==> src/rtl/md_pkg.sv <==
// Shared multiply/divide encodings, also used by the D-stage decoder.
// MD_DIV_EN selects whether DIV/DIVU are real multi-cycle ops.
package md_pkg;

   localparam int MD_CNT_W = 4;

   localparam logic [2:0] MD_MULT  = 3'd0;
   localparam logic [2:0] MD_MULTU = 3'd1;
   localparam logic [2:0] MD_DIV   = 3'd2;
   localparam logic [2:0] MD_DIVU  = 3'd3;
   localparam logic [2:0] MD_MTHI  = 3'd4;
   localparam logic [2:0] MD_MTLO  = 3'd5;

   typedef enum logic {
      MD_IDLE = 1'b0,
      MD_RUN  = 1'b1
   } md_state_e;

   // Ops that occupy the unit for several cycles and therefore stall Decode.
   function automatic logic md_is_long(input logic [2:0] op);
`ifdef MD_DIV_EN
      return op <= MD_DIVU;
`else
      return op <= MD_MULTU;
`endif
   endfunction

endpackage

==> src/rtl/md_calc.sv <==
// Combinational multiply/divide datapath: {hi,lo} result plus divide-by-zero flag.
// The divider exists only when MD_DIV_EN is defined.
module md_calc
   import md_pkg::*;
(
   input  logic [1:0]  op_i,
   input  logic [31:0] a_i,
   input  logic [31:0] b_i,
   output logic [63:0] res_o,
   output logic        div_zero_o
);

   logic        sgn;
   logic [63:0] a64, b64, mul_res;

   // op[0]=0 selects the signed flavour for both MULT and DIV.
   assign sgn = ~op_i[0];

   // Sign-extend then multiply modulo 2^64; the true product always fits.
   assign a64     = {{32{sgn & a_i[31]}}, a_i};
   assign b64     = {{32{sgn & b_i[31]}}, b_i};
   assign mul_res = a64 * b64;

`ifdef MD_DIV_EN
   logic        a_neg, b_neg, b_zero;
   logic [31:0] a_mag, b_mag, q_mag, r_mag, quo, rem;

   assign a_neg  = sgn & a_i[31];
   assign b_neg  = sgn & b_i[31];
   assign b_zero = (b_i == 32'd0);

   // 0x80000000 stays 0x80000000 as a magnitude, so the overflow case
   // naturally yields lo=0x80000000, hi=0.
   assign a_mag = a_neg ? (~a_i + 32'd1) : a_i;
   assign b_mag = b_neg ? (~b_i + 32'd1) : b_i;
   assign q_mag = b_zero ? 32'd0 : (a_mag / b_mag);
   assign r_mag = b_zero ? 32'd0 : (a_mag % b_mag);

   assign quo = (a_neg ^ b_neg) ? (~q_mag + 32'd1) : q_mag;
   assign rem = a_neg ? (~r_mag + 32'd1) : r_mag;

   assign res_o      = op_i[1] ? {rem, quo} : mul_res;
   assign div_zero_o = op_i[1] & b_zero;
`else
   assign res_o      = op_i[1] ? 64'd0 : mul_res;
   assign div_zero_o = 1'b0;
`endif

endmodule

==> src/rtl/e_md_unit.sv <==
// E-stage multiply/divide unit: owns HI/LO, runs a busy counter, commits on 1->0.
// Divide support is enabled by defining MD_DIV_EN.
module e_md_unit
   import md_pkg::*;
#(
   parameter int MULT_CYCLES = 5,
   parameter int DIV_CYCLES  = 10
) (
   input  logic        clk,
   input  logic        reset,
   input  logic        start,
   input  logic [2:0]  op,
   input  logic [31:0] a,
   input  logic [31:0] b,
   output logic        busy,
   output logic        stall_req,
   output logic [31:0] hi,
   output logic [31:0] lo
);

   localparam logic [MD_CNT_W-1:0] MULT_CNT = MD_CNT_W'(MULT_CYCLES);
   localparam logic [MD_CNT_W-1:0] DIV_CNT  = MD_CNT_W'(DIV_CYCLES);

   md_state_e           state_q;
   logic [MD_CNT_W-1:0] cnt_q, cnt_d;
   logic                busy_q;
   logic [63:0]         pend_q;
   logic                pend_wr_q;
   logic [31:0]         hi_q, lo_q;

   logic [63:0]         calc_res;
   logic                calc_dz;
   logic                long_op;

   md_calc u_calc (
      .op_i       (op[1:0]),
      .a_i        (a),
      .b_i        (b),
      .res_o      (calc_res),
      .div_zero_o (calc_dz)
   );

   assign long_op = md_is_long(op);
   assign cnt_d   = cnt_q - 1'b1;

   // Result is latched at capture; HI/LO only change on the final count edge,
   // and a divide by zero suppresses that write entirely.
   always_ff @(posedge clk) begin
      if (reset) begin
         state_q   <= MD_IDLE;
         cnt_q     <= '0;
         busy_q    <= 1'b0;
         pend_q    <= '0;
         pend_wr_q <= 1'b0;
         hi_q      <= '0;
         lo_q      <= '0;
      end else begin
         case (state_q)
            MD_IDLE: begin
               if (start) begin
                  if (long_op) begin
                     state_q   <= MD_RUN;
                     busy_q    <= 1'b1;
                     cnt_q     <= op[1] ? DIV_CNT : MULT_CNT;
                     pend_q    <= calc_res;
                     pend_wr_q <= ~calc_dz;
                  end else if (op == MD_MTHI) begin
                     hi_q <= a;
                  end else if (op == MD_MTLO) begin
                     lo_q <= a;
                  end
               end
            end
            MD_RUN: begin
               cnt_q <= cnt_d;
               if (cnt_q == MD_CNT_W'(1)) begin
                  state_q <= MD_IDLE;
                  busy_q  <= 1'b0;
                  if (pend_wr_q) {hi_q, lo_q} <= pend_q;
               end
            end
            default: begin
               state_q <= MD_IDLE;
               cnt_q   <= '0;
               busy_q  <= 1'b0;
            end
         endcase
      end
   end

   assign busy      = busy_q;
   assign stall_req = busy_q | (start & long_op);
   assign hi        = hi_q;
   assign lo        = lo_q;

endmodule

==> config.mk <==
export PLATFORM = sky130hd
export DESIGN_NAME = e_md_unit
export DESIGN_NICKNAME = d
export VERILOG_FILES = /design/src/rtl/md_pkg.sv /design/src/rtl/md_calc.sv /design/src/rtl/e_md_unit.sv
export SDC_FILE = /design/constraint.sdc
export NUM_CORES = 2
export LEC_CHECK = 0
export ABC_AREA = 1
export BUFFER_PORTS_ARGS = -buffer_cell sky130_fd_sc_hd__clkbuf_2
export CAP_MARGIN = 0
export CORE_AREA = 2 2 341 343
export CTS_CLUSTER_SIZE = 12
export DETAILED_ROUTE_END_ITERATION = 10
export DIE_AREA = 0 0 343 345
export GPL_ROUTABILITY_DRIVEN = 0
export GPL_TIMING_DRIVEN = 0
export PLACE_DENSITY_LB_ADDON = 0.15
export RECOVER_POWER = 25
export SLEW_MARGIN = 10
export SYNTH_ARGS = -nofsm -noshare
export SYNTH_HDL_FRONTEND = slang
export SYNTH_SLANG_ARGS = --single-unit
==> constraint.sdc <==
create_clock -name clk -period 7 [get_ports clk]
set_input_delay 0.35 -clock clk [delete_from_list [all_inputs] [get_ports clk]]
set_output_delay 0.35 -clock clk [all_outputs]
set_load 0.02 [all_outputs]
=== Word-level counts from Yosys, hierarchy flattened ===
Index checks and enable logic that the tools add are counted.

* Bits of input ports: 70
* Logic and storage cells: 58
* Register bits: 135

* Magnitude comparators: 1
* Reductions and logical operators: 5
* $add $sub $neg: 1
* Equality and inequality tests: 11
* Mux-type cells: 26
* Bitwise gates (word level): 6
* $mul: 1

{| class="wikitable"
|+ Operators by type and width
! kind !! count
|-
| $mux W32 || 11
|-
| $pmux W32 S2 || 2
|-
| $mul A33 B33 Y64 || 1
|-
| $mux W64 || 1
|-
| $mux W4 || 3
|-
| $ne A2 B2 Y1 const B || 6
|-
| $pmux W4 S2 || 1
|-
| $eq A3 B3 Y1 const B || 2
|-
| $mux W1 || 6
|-
| $reduce_and A3 Y1 || 2
|-
| $reduce_and A6 Y1 || 1
|-
| $reduce_and A5 Y1 || 1
|-
| $eq A4 B1 Y1 const B || 1
|-
| $ne A2 B1 Y1 const B || 2
|-
| $pmux W1 S2 || 2
|-
| $sub A4 B1 Y4 const B || 1
|-
| $and A1 B1 Y1 || 3
|-
| $le A3 B1 Y1 const B || 1
|-
| $not A1 Y1 || 2
|-
| $reduce_and A2 Y1 || 1
|-
| $or A1 B1 Y1 || 1
|}

=== Depth between registers and ports, before layout ===
* Depth in word-level cells: 6
* Mapped depth: 36

=== Modules after synthesis ===
Synthesis repeated with hierarchy kept, for this count alone.

* Cell total of the unflattened synthesis: 5933
* Area total of the unflattened synthesis: 45788.9 um^2

{| class="wikitable"
|+ By module, submodules not included
! module !! seq. area each (um^2) !! cells an instance !! instances !! area an instance (um^2)
|-
| md_calc || 0.0 || 5110 || 1 || 40089.7
|-
| e_md_unit || 2702.6 || 823 || 1 || 5699.2
|}

=== Least setup slack after synthesis ===
OpenSTA, ideal clock, no wires.

* Path kind: input to register
* From: input a[31]
* To: register pend_q[62]
* Arrival: 7.155 ns
* Path buffers: 2
* Cell stages on the path: 30
* Path slack: -0.264 ns
* Data required time: 6.891 ns
* Setup time: 0.109 ns
* Cells stage by stage: buf_2 > clkbuf_1 > nand2_1 > nor2_1 > fa_1 > inv_1 > fa_1 > inv_1 > fa_1 > fa_1 > inv_1 > fa_1 > inv_1 > fa_1 > inv_1 > fa_1 > fa_1 > inv_1 > ha_1 > a21oi_1 > a21boi_0 > nand2_1 > nand2_1 > nand2_1 > a21oi_1 > nand2_1 > nand2_1 > nand3_1 > nand2_1 > inv_1

* Word-level cells in the longest chain between the ends: 3

{| class="wikitable"
|+ Ends and longest elaborated chain
! element !! RTL line !! RTL
|-
| start, declared || e_md_unit.sv:13 || <nowiki>input logic [31:0] a,</nowiki>
|-
| $and A1 B1 Y1 || md_calc.sv:20 || <nowiki>assign a64 = {{32{sgn & a_i[31]}}, a_i};</nowiki>
|-
| $mul A33 B33 Y64 (*) || md_calc.sv:22 || <nowiki>assign mul_res = a64 * b64;</nowiki>
|-
| $mux W64 (*) || md_calc.sv:45 || <nowiki>assign res_o = op_i[1] ? 64'd0 : mul_res;</nowiki>
|-
| end signal, assigned || e_md_unit.sv:65 || <nowiki>pend_q <= calc_res;</nowiki>
|-
| end, declared || e_md_unit.sv:27 || <nowiki>logic [63:0] pend_q;</nowiki>
|}

Every way passes the cells marked *; elsewhere a longest branch is shown, timed or not.
A chain may end at the register's enable or synchronous reset.

=== Worst setup path after layout ===
* From: input b[5]
* To: register pend_q[56]

* Word-level cells in the longest chain between the ends: 2

{| class="wikitable"
|+ Ends and longest elaborated chain
! element !! RTL line !! RTL
|-
| start, declared || e_md_unit.sv:14 || <nowiki>input logic [31:0] b,</nowiki>
|-
| $mul A33 B33 Y64 || md_calc.sv:22 ||
|-
| $mux W64 || md_calc.sv:45 ||
|}

No other way between the ends.

==> flow_results.xml <==
<?xml version="1.0" encoding="UTF-8"?>
<metrics>
  <group name="layout">
    <metric name="drive_gt1_share" unit="%">13.5</metric>
    <metric name="final_net_count" unit="">7503</metric>
    <metric name="area.growth.synth_to_final" unit="%">16.0</metric>
    <metric name="fill_cells" unit="">11900</metric>
    <metric name="final_core_utilization" unit="%">45.9</metric>
  </group>
  <group name="placed_design">
    <metric name="io_buffer_count" unit="">102</metric>
    <metric name="dp_slack" unit="ns">-2.09</metric>
    <metric name="place.detailed.hpwl" unit="mm">158</metric>
  </group>
  <group name="timing">
    <metric name="tightest_slew" unit="ns">0.778</metric>
    <metric name="fin_worst_skew" unit="ns">0.00863</metric>
    <metric name="finalMaxSlewViolations" unit="">0</metric>
    <metric name="slew_headroom" unit="%">48.1</metric>
    <metric name="fin_setup_tns" unit="ns">-0.626</metric>
    <metric name="hold_viol" unit="">0</metric>
    <metric name="max_clock_freq" unit="MHz">141</metric>
    <metric name="post-route-period-util" unit="%">101</metric>
    <metric name="rsz0062_at_grt" unit="">true</metric>
    <metric name="timing.final.ws_setup" unit="ns">-0.0950</metric>
    <metric name="final-setup-viol-count" unit="">17</metric>
    <metric name="whs" unit="ns">0.331</metric>
    <metric name="timing.final.crit_period" unit="ns">7.10</metric>
  </group>
  <group name="floorplan">
    <metric name="fp.dieH" unit="um">345</metric>
    <metric name="core.rowCount" unit="">125</metric>
    <metric name="top_level_ports" unit="">136</metric>
    <metric name="initial_core_util" unit="%">39.5</metric>
    <metric name="core_region_area" unit="um^2">115000</metric>
    <metric name="floorplan.die_area" unit="um^2">118000</metric>
    <metric name="chip_width" unit="um">343</metric>
  </group>
  <group name="synth">
    <metric name="total_of_flip_flops_plus_latches_after_synthesis" unit="">135</metric>
    <metric name="synth_largest_type_area_fraction" unit="%">49.5</metric>
    <metric name="netlist_instances" unit="">5896</metric>
    <metric name="post_synth_num_cell_types" unit="">39</metric>
    <metric name="mappedNetlistArea" unit="um^2">45500</metric>
    <metric name="synth.yosys.warnings" unit="">0</metric>
    <metric name="synth_async_sr_flop_share" unit="%">0</metric>
    <metric name="synth_seq_area_share" unit="%">5.94</metric>
    <metric name="synth.avg_cell_area" unit="um^2">7.72</metric>
    <metric name="synth_area_leaders" unit="">sky130_fd_sc_hd__fa_1 49%, sky130_fd_sc_hd__inv_1 14%, sky130_fd_sc_hd__nand2_1 13%</metric>
    <metric name="postSynth.topFlopCell" unit="">sky130_fd_sc_hd__dfxtp_1</metric>
    <metric name="yosys.area.top_type" unit="">sky130_fd_sc_hd__fa_1</metric>
    <metric name="synth-edff-count" unit="">0</metric>
    <metric name="syn_nets" unit="">7305</metric>
  </group>
  <group name="clock_network">
    <metric name="clock-root-buffer" unit="">sky130_fd_sc_hd__clkbuf_16</metric>
    <metric name="clock_tree.htree_level_count" unit="">4</metric>
    <metric name="clock_insertion_delay_worst_skew" unit="ns">0.42</metric>
    <metric name="cts_inserted_buffers" unit="">17</metric>
    <metric name="ctsLongestPathBuffers" unit="">2</metric>
    <metric name="cts_hold_repair.buffers" unit="">0</metric>
    <metric name="clock-sinks" unit="">135</metric>
    <metric name="cts_tree" unit="">built</metric>
    <metric name="clk_transition_reported_paths" unit="ns">0.06</metric>
  </group>
  <group name="detailed_routing">
    <metric name="wl_per_cell" unit="um">24.4</metric>
    <metric name="routed_wl" unit="mm">186</metric>
    <metric name="drt-vias-per-instance" unit="">5.13</metric>
    <metric name="drt_drc_violations_left" unit="">0</metric>
    <metric name="detailedRoute.firstIterationViolations" unit="">3692</metric>
    <metric name="ant_nets" unit="">0</metric>
    <metric name="total_via_count_after_detailed_routing" unit="">39100</metric>
    <metric name="drt_pass1_iterations" unit="">9</metric>
  </group>
  <group name="worst_setup_path">
    <metric name="cp_slowest_stage_delay" unit="ns">0.68</metric>
    <metric name="cp_max_fo" unit="">6</metric>
    <metric name="setup.worst_path.end_class" unit="">flip-flop</metric>
    <metric name="worst_setup_path_start_kind" unit="">primary input</metric>
    <metric name="cp_data_arrival_time" unit="ns">7.42</metric>
    <metric name="critical_path.most_common_cell" unit="">sky130_fd_sc_hd__fa_1</metric>
    <metric name="setup.worst_path.class" unit="">primary input to flip-flop</metric>
    <metric name="timing.critical_path.required" unit="ns">7.32</metric>
    <metric name="cp_slowest_cell" unit="">sky130_fd_sc_hd__fa_2</metric>
  </group>
  <group name="worst_hold_path">
    <metric name="hold_path.class" unit="">primary input to flip-flop</metric>
  </group>
  <group name="run_status">
    <metric name="run_status" unit="">finished, violations left</metric>
    <metric name="violations" unit="">setup timing</metric>
  </group>
  <group name="grt">
    <metric name="grt_use_total" unit="%">32.0</metric>
    <metric name="grt_antenna_before_repair" unit="">6</metric>
    <metric name="grt_max_degree" unit="">27</metric>
    <metric name="global_route.overflow_total" unit="">0</metric>
    <metric name="grt_first_pass_wirelength" unit="mm">273</metric>
    <metric name="first_global_vias" unit="">41000</metric>
  </group>
  <group name="flow_run">
    <metric name="total_of_max_cap_violations" unit="">0</metric>
  </group>
</metrics>
## timing repair
item	CTS	global route
setup buffers	32	43
pin swaps	61	115
endpoints found under the setup margin	47	43
gates resized for setup	702	503
gates cloned	1	0
## flip-flops by register name, indices dropped and copies added (netlist names)
| register | cells |
|---|---|
| busy | 1 |
| cnt_q | 4 |
| hi | 32 |
| lo | 32 |
| pend_q | 64 |
| pend_wr_q | 1 |
| state_q | 1 |
## cell families after synthesis
family          share of synthesized area (%)
simple gates                             17.3
fa+ha+maj                                55.4
compound gates                           4.07
xor+xnor                                0.346
buf+inv                                  17.0
flops                                    5.94
## worst paths after layout
| kind | from | endpoint | slack [ns] | depth (start not counted) |
|---|---|---|---|---|
| worst max-delay path | b[5] | pend_q[56]$_SDFFE_PP0P_ | -0.1 | 29 |
| worst min-delay path | b[0] | pend_q[0]$_SDFFE_PP0P_ | 0.33 | 3 |
| worst max register to register | state_q$_SDFF_PP0_ | hi[2]$_SDFFE_PP0P_ | 4.94 | 5 |
| worst min register to register | busy$_SDFFE_PP0P_ | busy$_SDFFE_PP0P_ | 0.47 | 2 |
## cell usage in the layout (no fill, tap or decap), types with 9 or more instances in the layout
| cell type | netlist | layout |
|---|---|---|
| sky130_fd_sc_hd__dfxtp_1 | 135 | 135 |
| sky130_fd_sc_hd__fa_1 | 1125 | 1089 |
| sky130_fd_sc_hd__ha_4 | 0 | 35 |
| sky130_fd_sc_hd__xnor2_1 | 12 | 12 |
| sky130_fd_sc_hd__a21oi_1 | 93 | 57 |
| sky130_fd_sc_hd__inv_1 | 1753 | 1709 |
| sky130_fd_sc_hd__nand2_2 | 3 | 72 |
| sky130_fd_sc_hd__clkbuf_1 | 256 | 86 |
| sky130_fd_sc_hd__clkbuf_16 | 0 | 36 |
| sky130_fd_sc_hd__o21ai_0 | 119 | 93 |
| sky130_fd_sc_hd__fa_2 | 0 | 36 |
| sky130_fd_sc_hd__buf_4 | 0 | 96 |
| sky130_fd_sc_hd__ha_1 | 214 | 170 |
| sky130_fd_sc_hd__a21oi_4 | 2 | 17 |
| sky130_fd_sc_hd__buf_2 | 18 | 28 |
| sky130_fd_sc_hd__nand2_4 | 0 | 26 |
| sky130_fd_sc_hd__nand3_1 | 90 | 59 |
| sky130_fd_sc_hd__clkbuf_4 | 0 | 60 |
| sky130_fd_sc_hd__a21oi_2 | 1 | 22 |
| sky130_fd_sc_hd__buf_12 | 0 | 10 |
| sky130_fd_sc_hd__o21ai_1 | 17 | 30 |
| sky130_fd_sc_hd__o21ai_2 | 3 | 15 |
| sky130_fd_sc_hd__or2_2 | 10 | 10 |
| sky130_fd_sc_hd__nor2_1 | 271 | 200 |
| sky130_fd_sc_hd__clkbuf_8 | 0 | 54 |
| sky130_fd_sc_hd__clkbuf_2 | 0 | 72 |
| sky130_fd_sc_hd__buf_8 | 0 | 16 |
| sky130_fd_sc_hd__nand3_2 | 4 | 34 |
| sky130_fd_sc_hd__ha_2 | 0 | 9 |
| sky130_fd_sc_hd__a31oi_1 | 64 | 64 |
| sky130_fd_sc_hd__nand2_1 | 1623 | 1526 |
| sky130_fd_sc_hd__nand4_1 | 10 | 10 |
| sky130_fd_sc_hd__nor2_4 | 0 | 39 |
| sky130_fd_sc_hd__o21bai_1 | 17 | 13 |
| sky130_fd_sc_hd__buf_6 | 6 | 24 |
| sky130_fd_sc_hd__nor2_2 | 7 | 39 |
| sky130_fd_sc_hd__inv_2 | 3 | 36 |
## routing by layer
layer	wire, um	GRT usage (%)
met1	74500	43.4
met2	80600	48.0
met3	19000	7.55
met4	11500	15.7
met5	87	0.286
## synth_stat cells (4+ instances only)
cell,instances
sky130_fd_sc_hd__nor2_1,271
sky130_fd_sc_hd__a21oi_1,93
sky130_fd_sc_hd__nand4_1,10
sky130_fd_sc_hd__buf_6,6
sky130_fd_sc_hd__nor2_2,7
sky130_fd_sc_hd__xor2_1,6
sky130_fd_sc_hd__nand3_2,4
sky130_fd_sc_hd__inv_1,1753
sky130_fd_sc_hd__a31oi_1,64
sky130_fd_sc_hd__o211ai_1,8
sky130_fd_sc_hd__or2_2,10
sky130_fd_sc_hd__o21ai_0,119
sky130_fd_sc_hd__ha_1,214
sky130_fd_sc_hd__fa_1,1125
sky130_fd_sc_hd__buf_2,18
sky130_fd_sc_hd__nand3_1,90
sky130_fd_sc_hd__o21bai_1,17
sky130_fd_sc_hd__o21ai_1,17
sky130_fd_sc_hd__dfxtp_1,135
sky130_fd_sc_hd__clkbuf_1,256
sky130_fd_sc_hd__nor3_1,5
sky130_fd_sc_hd__xnor2_1,12
sky130_fd_sc_hd__nand2_1,1623
## through the flow
| stage | std cells | instance area [um^2] |
|---|---|---|
| 2_1_floorplan | 5896 | 45500 |
| 3_3_place_gp | 7522 | 48000 |
| 3_5_place_dp | 7523 | 48000 |
| 4_1_cts | 7586 | 51200 |
| 5_1_grt | 7629 | 52800 |
| 6_report | 7630 | 52800 |
## cell type report
| cell class | instances | area (um^2) | area share, % |
|---|---|---|---|
| inverters | 1757 | 6630 | 12.6 |
| multi-input cells | 3721 | 37000 | 70.1 |
| clock buffers | 22 | 464 | 0.879 |
| clock inverters | 8 | 148 | 0.280 |
| flip-flops and latches | 135 | 2700 | 5.12 |
| repair buffers | 179 | 1220 | 2.31 |
| well taps | 1524 | 1910 | 3.61 |
| diodes | 1 | 2.50 | 0.00474 |
| plain buffers | 283 | 2700 | 5.12 |
## critical path: cells and delay by family
family | cells | cell delay, ns
adder cells (fa/ha/maj) | 9 | 4.59
buffers and inverters | 10 | 1.29
AND/OR/NAND/NOR | 10 | 1.16
Power is not shown: default switching activity piles up to over one toggle a cycle in this logic, so the estimate is an artifact.
